--- src/rtl/spi_slave_sync.sv ---
// SPI slave clocked only by sysClk_i. SCLK, MOSI and /SS are synchronised and SCLK
// edges are detected in the system domain. TX uses a one-word holding register.
module spi_slave_sync #(
  parameter int DATA_WIDTH  = 8,
  parameter int CPOL        = 0,
  parameter int CPHA        = 0,
  parameter int MSB_FIRST   = 1,
  parameter int SYNC_STAGES = 2
) (
  input  logic                  sysClk_i,
  input  logic                  reset_i,
  input  logic                  sclk_i,
  input  logic                  mosi_i,
  input  logic                  ss_i_n,
  output logic                  miso_o,
  output logic                  miso_oe_o,
  input  logic [DATA_WIDTH-1:0] tx_data_i,
  input  logic                  tx_load_i,
  output logic                  tx_ready_o,
  output logic [DATA_WIDTH-1:0] rx_data_o,
  output logic                  rx_valid_o,
  output logic                  tx_underrun_o,
  output logic                  frame_error_o,
  output logic                  busy_o
);
  localparam int               CNT_W     = $clog2(DATA_WIDTH);
  localparam logic             SCLK_IDLE = 1'(CPOL);
  localparam logic [CNT_W-1:0] LAST_BIT  = CNT_W'(DATA_WIDTH - 1);

  typedef enum logic {IDLE, ACTIVE} state_t;

  state_t                  state, state_next;
  logic [SYNC_STAGES-1:0]  sclk_sync, mosi_sync, ss_sync;
  logic                    sclk_s, mosi_s, ss_s, sclk_d, ss_d;
  logic                    sclk_rise, sclk_fall, ss_fall, ss_rise;
  logic                    lead_edge, trail_edge, sample_edge, shift_edge;
  logic                    load_word, shift_word, sample_bit, abort;
  logic [CNT_W-1:0]        bit_cnt;
  logic [DATA_WIDTH-1:0]   tx_shift, tx_next, hold, rx_shift, rx_next;
  logic                    tx_head;

  assign sclk_s = sclk_sync[SYNC_STAGES-1];
  assign mosi_s = mosi_sync[SYNC_STAGES-1];
  assign ss_s   = ss_sync[SYNC_STAGES-1];

  // Idle-level reset of the chains keeps a fresh reset from looking like an edge.
  always_ff @(posedge sysClk_i) begin
    if (reset_i) begin
      sclk_sync <= {SYNC_STAGES{SCLK_IDLE}};
      mosi_sync <= '0;
      ss_sync   <= '1;
      sclk_d    <= SCLK_IDLE;
      ss_d      <= 1'b1;
      sclk_rise <= 1'b0;
      sclk_fall <= 1'b0;
      ss_fall   <= 1'b0;
      ss_rise   <= 1'b0;
    end else begin
      sclk_sync <= {sclk_sync[SYNC_STAGES-2:0], sclk_i};
      mosi_sync <= {mosi_sync[SYNC_STAGES-2:0], mosi_i};
      ss_sync   <= {ss_sync[SYNC_STAGES-2:0], ss_i_n};
      sclk_d    <= sclk_s;
      ss_d      <= ss_s;
      sclk_rise <= sclk_s & ~sclk_d;
      sclk_fall <= ~sclk_s & sclk_d;
      ss_fall   <= ~ss_s & ss_d;
      ss_rise   <= ss_s & ~ss_d;
    end
  end

  assign lead_edge   = (CPOL != 0) ? sclk_fall : sclk_rise;
  assign trail_edge  = (CPOL != 0) ? sclk_rise : sclk_fall;
  assign sample_edge = (CPHA != 0) ? trail_edge : lead_edge;
  assign shift_edge  = (CPHA != 0) ? lead_edge : trail_edge;

  always_ff @(posedge sysClk_i) begin
    if (reset_i) state <= IDLE;
    else         state <= state_next;
  end

  always_comb begin
    state_next = state;
    load_word  = 1'b0;
    shift_word = 1'b0;
    sample_bit = 1'b0;
    abort      = 1'b0;
    case (state)
      IDLE: begin
        if (ss_fall) begin
          state_next = ACTIVE;
          load_word  = (CPHA == 0);
        end
      end
      ACTIVE: begin
        if (ss_rise) begin
          state_next = IDLE;
          abort      = (bit_cnt != '0);
        end else if (shift_edge) begin
          // A shift edge at a word boundary starts the next word instead of shifting.
          if (bit_cnt == '0) load_word = 1'b1;
          else               shift_word = 1'b1;
        end else if (sample_edge) begin
          sample_bit = 1'b1;
        end
      end
      default: state_next = IDLE;
    endcase
  end

  always_comb begin
    if (MSB_FIRST != 0) begin
      tx_head = tx_shift[DATA_WIDTH-1];
      tx_next = {tx_shift[DATA_WIDTH-2:0], 1'b0};
      rx_next = {rx_shift[DATA_WIDTH-2:0], mosi_s};
    end else begin
      tx_head = tx_shift[0];
      tx_next = {1'b0, tx_shift[DATA_WIDTH-1:1]};
      rx_next = {mosi_s, rx_shift[DATA_WIDTH-1:1]};
    end
  end

  always_ff @(posedge sysClk_i) begin
    if (reset_i) begin
      bit_cnt       <= '0;
      tx_shift      <= '0;
      hold          <= '0;
      tx_ready_o    <= 1'b1;
      rx_shift      <= '0;
      rx_data_o     <= '0;
      rx_valid_o    <= 1'b0;
      tx_underrun_o <= 1'b0;
      frame_error_o <= 1'b0;
    end else begin
      rx_valid_o    <= 1'b0;
      tx_underrun_o <= 1'b0;
      frame_error_o <= abort;

      if (state != state_next) begin
        bit_cnt <= '0;
      end else if (sample_bit) begin
        rx_shift <= rx_next;
        if (bit_cnt == LAST_BIT) begin
          bit_cnt    <= '0;
          rx_data_o  <= rx_next;
          rx_valid_o <= 1'b1;
        end else begin
          bit_cnt <= bit_cnt + 1'b1;
        end
      end

      if (load_word) begin
        if (!tx_ready_o) begin
          tx_shift   <= hold;
          tx_ready_o <= 1'b1;
        end else begin
          tx_shift      <= '0;
          tx_underrun_o <= 1'b1;
        end
      end else if (shift_word) begin
        tx_shift <= tx_next;
      end

      // With tx_ready_o low this is ignored, so a same-cycle word load keeps the old word.
      if (tx_load_i && tx_ready_o) begin
        hold       <= tx_data_i;
        tx_ready_o <= 1'b0;
      end
    end
  end

  assign busy_o    = (state == ACTIVE);
  assign miso_oe_o = busy_o;
  assign miso_o    = busy_o & tx_head;

endmodule

--- config.mk ---
export PLATFORM = sky130hd
export DESIGN_NAME = spi_slave_sync
export DESIGN_NICKNAME = d
export VERILOG_FILES = /design/src/rtl/spi_slave_sync.sv
export SDC_FILE = /design/constraint.sdc
export NUM_CORES = 1
export LEC_CHECK = 0
export CORE_ASPECT_RATIO = 0.75
export CORE_UTILIZATION = 55
export DETAILED_ROUTE_END_ITERATION = 16
export MAX_ROUTING_LAYER = met4
export PLACE_DENSITY = 0.78
export SLEW_MARGIN = 20
export SYNTH_ARGS = -nofsm -noshare
export SYNTH_HDL_FRONTEND = slang
export SYNTH_SLANG_ARGS = --single-unit
--- constraint.sdc ---
create_clock -name sysClk_i -period 3.4 [get_ports sysClk_i]
set_input_delay 0.68 -clock sysClk_i [delete_from_list [all_inputs] [get_ports sysClk_i]]
set_output_delay 0.68 -clock sysClk_i [all_outputs]
set_load 0.005 [all_outputs]
==> run metrics, run 1 <==
status=finished clean; CTS Sinks=51; Layout area overhead=20.0%; TritonCTS buffer count=5; Final period util=0.634; initial antenna violation count=0; nets=246; layout cells sized above 1=0.0522; Power Density=484 nW/um2; CTS Hold Buffers Added=0; Synth Register Bits=51; met3 wire len=138 um; clock power share=0.388; Starting Density=0.575; core footprint=3290 um2; Max VDD drop=0.326 mV; Mean Syn Cell Area=9.18 um2; WP data arrival=1.48 ns; Port Buffers=28; Vias=1443; post-CTS setup repair buffer count=0; Top Ports=29; first-pass GRT wire length=5780 um; post-route ant nets=0; kind of end point of the critical path=output pin; Top Family by Delay on Critical Path=flip-flops; met2 wire len=1670 um; Worst Skew=0.00389 ns; most frequent cells in the layout=dfxtp_1 (51), nand2_1 (37), a21oi_1 (33); htree depth=2; max_cap viols=0; Top Metal Used=met4; CTS tree=built; Ant. Diodes=0; commonest non-fill, non-tap cell in the layout=dfxtp_1; Final Cell Area=2270 um2; final hold violations=0; Setup Viol. Count Final=0; Detailed Place HPWL=2510 um; vias per cell=5.34; Die W=69.7 um; synthesized area=1890 um2; Rel. slew slack=0.544; WL/cell=13.1 um; drc violations=0; Final Wtd Congestion=0.722; syn_nets=223; clock latency on the worst-skew pair=0.30 ns; Slew Limit Fails=0; final wirelength=3540 um; Worst-path clk slew=0.09 ns; GRT Total Usage=0.214; Cell Int Power=875 uW; sequential area share after synthesis=0.540; measured slew at the worst slew-check pin=0.681 ns; Area after DPL=2150 um2; largest net degree at the start of global routing=24; DR pass1 iterations=4; Sw Share=0.203; clk root buf=clkbuf_8; Cell Rows=18; Setup CP Type=reg -> out; Synth Instances=206; WP data required=2.72 ns; startpoint class of the critical path=register; maximum single-stage delay on the critical path=0.60 ns; crit-path max FO=13; net switching power=223 uW; HP Class=reg -> reg; CTS resizes=0; Iter 0 DRT Violations=123; setup_tns=0 ns; Seq pwr share=0.565; GRT overflow=0; vias in the first global route=1238; post-synth cell types=30; RSZ-0062 raised after global routing=false; Leak=0.000841 uW; full die area=3680 um2; min Tclk post-route=2.16 ns; CP max-delay cell=dfxtp_1; die height=52.8 um; Logic pwr share=0.047; fmax=464 MHz; Clock Tree Buf Depth=2; CP cell instances=clkdlybuf4s50_1; Worst Path Buf+Inv=1; wl on met1=1720 um; Yosys Warn Count=0
## metrics by stage
step	worst slack, ns	util	power (uW)	std cells	hold slack [ns]
after floorplan	1.99	-	660	206	0.383
after global placement	1.19	0.654	683	262	0.385
after detailed placement	1.13	0.654	686	262	0.397
after CTS	1.24	0.690	1110	270	0.413
after global routing	1.15	0.690	1140	270	0.427
final	1.24	0.690	1100	270	0.413
## flip-flops by register name, summed over array words and instances, names as in the netlist, 2 cells and up
register	flops
rx_data_o	8
hold	8
bit_cnt	3
sclk_sync	2
ss_sync	2
mosi_sync	2
tx_shift	8
rx_shift	7
## path summary, 6_finish.rpt
kind / start / to / slack [ns] / depth (start not counted)
setup reg to reg: busy_o / rx_data_o[0] / 1.68 / 4
setup / recovery: tx_ready_o / tx_ready_o / 1.24 / 1
hold / removal: sclk_d / lead_edge / 0.41 / 1
hold reg to reg: sclk_d / lead_edge / 0.41 / 1
## layout make-up
type,count,area (um2)
fillers,264,1020
multi-input cells,139,782
flip-flops and latches,51,1020
inverters,3,11.3
well taps,40,50.0
clock inverters,2,35.0
repair buffers,29,288
clock buffers,6,82.6
## power groups by stage
| stage | sequential, uW | clock, uW | combinational [uW] |
|---|---|---|---|
| after floorplan | 629 | 0 | 30.9 |
| after global placement | 634 | 0 | 49.5 |
| after detailed placement | 634 | 0 | 51.5 |
| after CTS | 620 | 434 | 52.1 |
| after global routing | 622 | 465 | 56.3 |
| final | 621 | 426 | 51.7 |
## metal layers
metal / vias to the layer above / GRT usage
li1: 745 / -
met1: 664 / 0.267
met2: 32 / 0.340
met3: 2 / 0.0750
met4: 0 / 0.0500
met5: - / -
## synthesized netlist by cell type (all sizes together)
library cell,instances,area [um2]
a21o,1,7.51
a21oi,34,181
a32o,1,10.0
and2,1,6.26
and2b,2,15.0
and3,7,43.8
and3b,1,8.76
and4bb,1,12.5
buf,6,51.3
clkbuf,7,26.3
dfxtp,51,1020
ha,3,37.5
inv,3,11.3
nand2,38,145
nand2b,4,25.0
nand3,16,80.1
nand3b,1,7.51
nand4bb,1,11.3
nor2,5,18.8
nor2b,6,37.5
nor3,3,26.3
nor3b,3,22.5
o21ai,1,5.00
o2bb2ai,7,61.3
or2,3,18.8
## cells by family after synthesis
logic type      count (synthesis)  synth area share
simple gates                   92             0.253
flops                          51             0.540
compound gates                 44             0.140
buf+inv                        16            0.0470
fa+ha+maj                       3            0.0198
No activity file was read; power rests on OpenSTA's default activity.
==> run 2, diff against run 1 <==
CORE_UTILIZATION = 52   (was 55)
PLACE_DENSITY = 0.74   (was 0.78)
clock period = 2 ns   (was 3.4 ns; I/O delays follow)
==> run 2 against run 1 <==
Clock-buffer cell count stayed put; combinational power up 92%; worst hold slack worse by 0.0031 ns; power grew 79%; largest cell class unchanged; via count rose by 2.5%; setup slack worse by 1.1 ns.
==> run metrics, run 2 (same netlist as run 1, synthesis figures left out) <==
status=finished clean; kind of end point of the critical path=output pin; post-route ant nets=0; Final Wtd Congestion=0.716; max_cap viols=0; RSZ-0062 raised after global routing=false; CTS Hold Buffers Added=0; Cell Rows=18; measured slew at the worst slew-check pin=0.467 ns; htree depth=2; final wirelength=3590 um; WP data required=1.60 ns; cells on worst reg2reg path=4; core footprint=3380 um2; Setup CP Type=reg -> out; Die W=71.6 um; CTS resizes=0; Detailed Place HPWL=2620 um; TritonCTS buffer count=5; Final period util=0.925; final worst slack=0.150 ns; nets=250; crit-path max FO=11; vias per cell=5.40; startpoint class of the critical path=register; Starting Density=0.560; Rel. slew slack=0.687; WL/cell=13.1 um; reg2reg end=tx_shift[4]; vias in the first global route=1263; fmax=541 MHz; full die area=3890 um2; largest net degree at the start of global routing=22; layout cells sized above 1=0.0641; initial antenna violation count=0; WP data arrival=1.45 ns; first-pass GRT wire length=5830 um; CTS tree=built; CTS Sinks=51; Worst Skew=0.00738 ns; commonest non-fill, non-tap cell in the layout=dfxtp_1; Post-Place Worst Slack=0.336 ns; GRT Total Usage=0.204; min Tclk post-route=1.85 ns; Power Density=848 nW/um2; Ant. Diodes=0; Port Buffers=28; Layout area overhead=22.4%; Leak=0.000865 uW; Iter 0 DRT Violations=137; crit path to=miso_o; clk root buf=clkbuf_8; die height=54.2 um; fin util=0.685; clock latency on the worst-skew pair=0.29 ns; post-CTS setup repair buffer count=0; Regs by FF count=hold x8, rx_data_o x8, tx_shift x8; Max VDD drop=0.530 mV; most frequent cells in the layout=dfxtp_1 (51), nand2_1 (37), a21oi_1 (33); Setup Viol. Count Final=0; drc violations=0; Slew Limit Fails=0; Vias=1479; DR pass1 iterations=4; CP startpoint=busy_o; flop-to-flop setup slack=0.45 ns; HP Class=reg -> reg; RR Startpoint=busy_o; Clock Tree Buf Depth=2; final hold violations=0; setup_tns=0 ns; Worst-path clk slew=0.09 ns; Top Ports=29; GRT overflow=0
-- run 2: cell count changes in the layout (fill, tap and decap cells not counted), sizes merged --
| cell | delta |
|---|---|
| buf | +4 |
| bufinv | +1 |
| clkinv | -1 |
-- run 2: how the worst min path moves through the flow --
stage	startpoint	to	depth (start not counted)
6_report	sclk_d	lead_edge	1
5_1_grt	sclk_sync[1]	sclk_fall	1
4_1_cts	sclk_d	lead_edge	1
3_5_place_dp	sclk_d	lead_edge	1
3_3_place_gp	ss_sync[0]	ss_sync[1]	1
2_1_floorplan	ss_sync[0]	ss_sync[1]	1
-- run 2: layout make-up --
cell class | count | area (um2)
clock buffer | 6 | 72.6
clock inverter | 2 | 60.1
fill | 268 | 1060
inverter | 3 | 11.3
multi-input combinational | 139 | 782
sequential | 51 | 1020
tap | 40 | 50.0
timing repair buffer | 33 | 318
-- run 2: report_power, final --
part	total, uW	internal (uW)	switching (uW)
Clock	814	500	314
Combinational	99.3	51.8	47.5
Sequential	1050	1040	13.8
-- run 2: through the flow --
stage          cell area, um2  total power (uW)  hold slack, ns  instances
2_1_floorplan            1890              1120           0.383        206
3_3_place_gp             2180              1170           0.392        266
3_5_place_dp             2180              1170           0.398        266
4_1_cts                  2310              1980           0.415        274
5_1_grt                  2310              2030           0.435        274
6_report                 2310              1960           0.410        274
-- run 2: worst max-delay path, stage by stage, from the launching register on --
cell and delay [ns]:
dfxtp_1 0.51, and2_1 0.17, clkdlybuf4s50_1 0.49
-- run 2: metal layers --
| layer | share of wire | GRT usage | wire length [um] | up-vias |
|---|---|---|---|---|
| met3 | 0.055 | 0.0497 | 196 | 2 |
| met5 | 0 | - | 0 | - |
| li1 | - | - | - | 754 |
| met4 | 0.0028 | 0.0392 | 10 | 0 |
| met1 | 0.50 | 0.279 | 1810 | 675 |
| met2 | 0.44 | 0.314 | 1570 | 48 |
==> run 3, diff against run 2 <==
CORE_UTILIZATION = 55   (was 52)
CTS_BUF_LIST = sky130_fd_sc_hd__clkbuf_4 sky130_fd_sc_hd__clkbuf_8   (was not set)
PLACE_DENSITY = 0.78   (was 0.74)
SLEW_MARGIN = 0   (was 20)
==> run 3 against run 2 <==
Sequential share of layout area up 0.51 points; worst hold slack improved by 0.0038 ns; first-iteration DRC count is 52% lower; critical path depth did not move.
==> run metrics, run 3 (same netlist as run 1, synthesis figures left out) <==
Cell Rows=18; clock latency on the worst-skew pair=0.29 ns; fillers=263; post-route ant nets=0; CTS resizes=0; Worst-path clk slew=0.08 ns; vias in the first global route=1312; post-CTS setup repair buffer count=0; clk root buf=clkbuf_8; startpoint class of the critical path=register; fin util=0.696; layout cells sized above 1=0.0644; WP depth=2; Final period util=0.924; Ant. Diodes=0; fmax=541 MHz; Clock Tree Buf Depth=2; commonest non-fill, non-tap cell in the layout=dfxtp_1; RSZ-0062 raised after global routing=false; Top Ports=29; first-pass GRT wire length=5830 um; CTS Hold Buffers Added=0; WP data arrival=1.45 ns; Rel. slew slack=0.659; Power Density=801 nW/um2; Detailed Place HPWL=2530 um; die height=52.8 um; Max VDD drop=0.636 mV; reg2reg end=tx_shift[0]; crit-path max FO=11; Top Family by Delay on Critical Path=flip-flops; total power=1830 uW; max_cap viols=0; min Tclk post-route=1.85 ns; area of the multi-input gates=782 um2; Final Wtd Congestion=0.772; core footprint=3290 um2; Iter 0 DRT Violations=66; Starting Density=0.575; Worst Path Buf+Inv=1; Worst Skew=0.00814 ns; WL/cell=12.8 um; Die W=69.7 um; Layout area overhead=21.0%; CP startpoint=busy_o; HP Class=reg -> reg; flop-to-flop setup slack=0.44 ns; htree depth=2; maximum single-stage delay on the critical path=0.50 ns; CP max-delay cell=dfxtp_1; GRT overflow=0; final wirelength=3500 um; setup_tns=0 ns; CTS Sinks=51; Leak=0.000854 uW; most frequent cells in the layout=dfxtp_1 (51), nand2_1 (37), a21oi_1 (33); cells on worst reg2reg path=4; Regs by FF count=hold x8, rx_data_o x8, tx_shift x8; Port Buffers=28; largest net degree at the start of global routing=21; CTS tree=built; Setup CP Type=reg -> out; full die area=3680 um2; GRT Total Usage=0.212; Slew Limit Fails=0; Setup Viol. Count Final=0; FF/Latch Area=1020 um2; initial antenna violation count=0; crit path to=miso_o; RR Startpoint=busy_o; Worst Hold Launch=sclk_d; Vias=1469; status=finished clean; kind of end point of the critical path=output pin; final hold violations=0; CP cell instances=and2_1 -> clkdlybuf4s50_1; DR pass1 iterations=4; WP data required=1.60 ns; vias per cell=5.38; drc violations=0; measured slew at the worst slew-check pin=0.509 ns; TritonCTS buffer count=5; nets=250
==> run 3: cell types whose count changed in the layout (fill, tap and decap cells not counted) <==
cell and delta:
bufinv_16 -1, clkbuf_1 -1, clkbuf_4 +1
==> run 3: how the worst min path moves through the flow <==
stage	cells past startpoint	slack [ns]	end
after floorplan	1	0.38	ss_sync[1]
after global placement	1	0.39	lead_edge
after detailed placement	1	0.40	ss_sync[1]
after CTS	1	0.41	sclk_fall
after global routing	1	0.43	ss_sync[1]
final	1	0.41	lead_edge
==> run 3: routing by layer <==
layer	global-route usage	part of all wire	vias up
li1	-	-	748
met1	0.277	0.50	675
met2	0.306	0.44	42
met3	0.0808	0.053	4
met4	0.0667	0.0083	0
met5	-	0	-
==> run 3: worst register-to-register path, delay by kind of cell (launching register included) <==
family / cells / cell delay (ns)
compound gates: 2 / 0.30
flops: 1 / 0.50
simple gates: 2 / 0.70
==> run 3: layout make-up <==
| class | instances | share of cell area |
|---|---|---|
| timing repair buffer | 33 | 0.139 |
| sequential | 51 | 0.446 |
| clock buffer | 6 | 0.0334 |
| clock inverter | 1 | 0.0131 |
| tap | 40 | 0.0219 |
| inverter | 3 | 0.00492 |
| multi-input combinational | 139 | 0.342 |
==> run 3: report_power, final <==
group          internal, uW  switching [uW]  leakage (uW)  total (uW)
sequential             1040            13.2      0.000414        1050
combinational          51.7            47.0      0.000386        98.7
clock                   380             305     0.0000547         685
total                  1470             365      0.000854        1830
==> run 3: per-stage QoR <==
step                      setup slack [ns]  instances  cell area (um2)  hold WS, ns
after CTS                            0.133        273             2290        0.415
final                                0.152        273             2290        0.414
after global routing                0.0413        273             2290        0.433
after detailed placement             0.383        266             2180        0.399
after floorplan                      0.678        206             1890        0.383
after global placement               0.437        266             2180        0.390
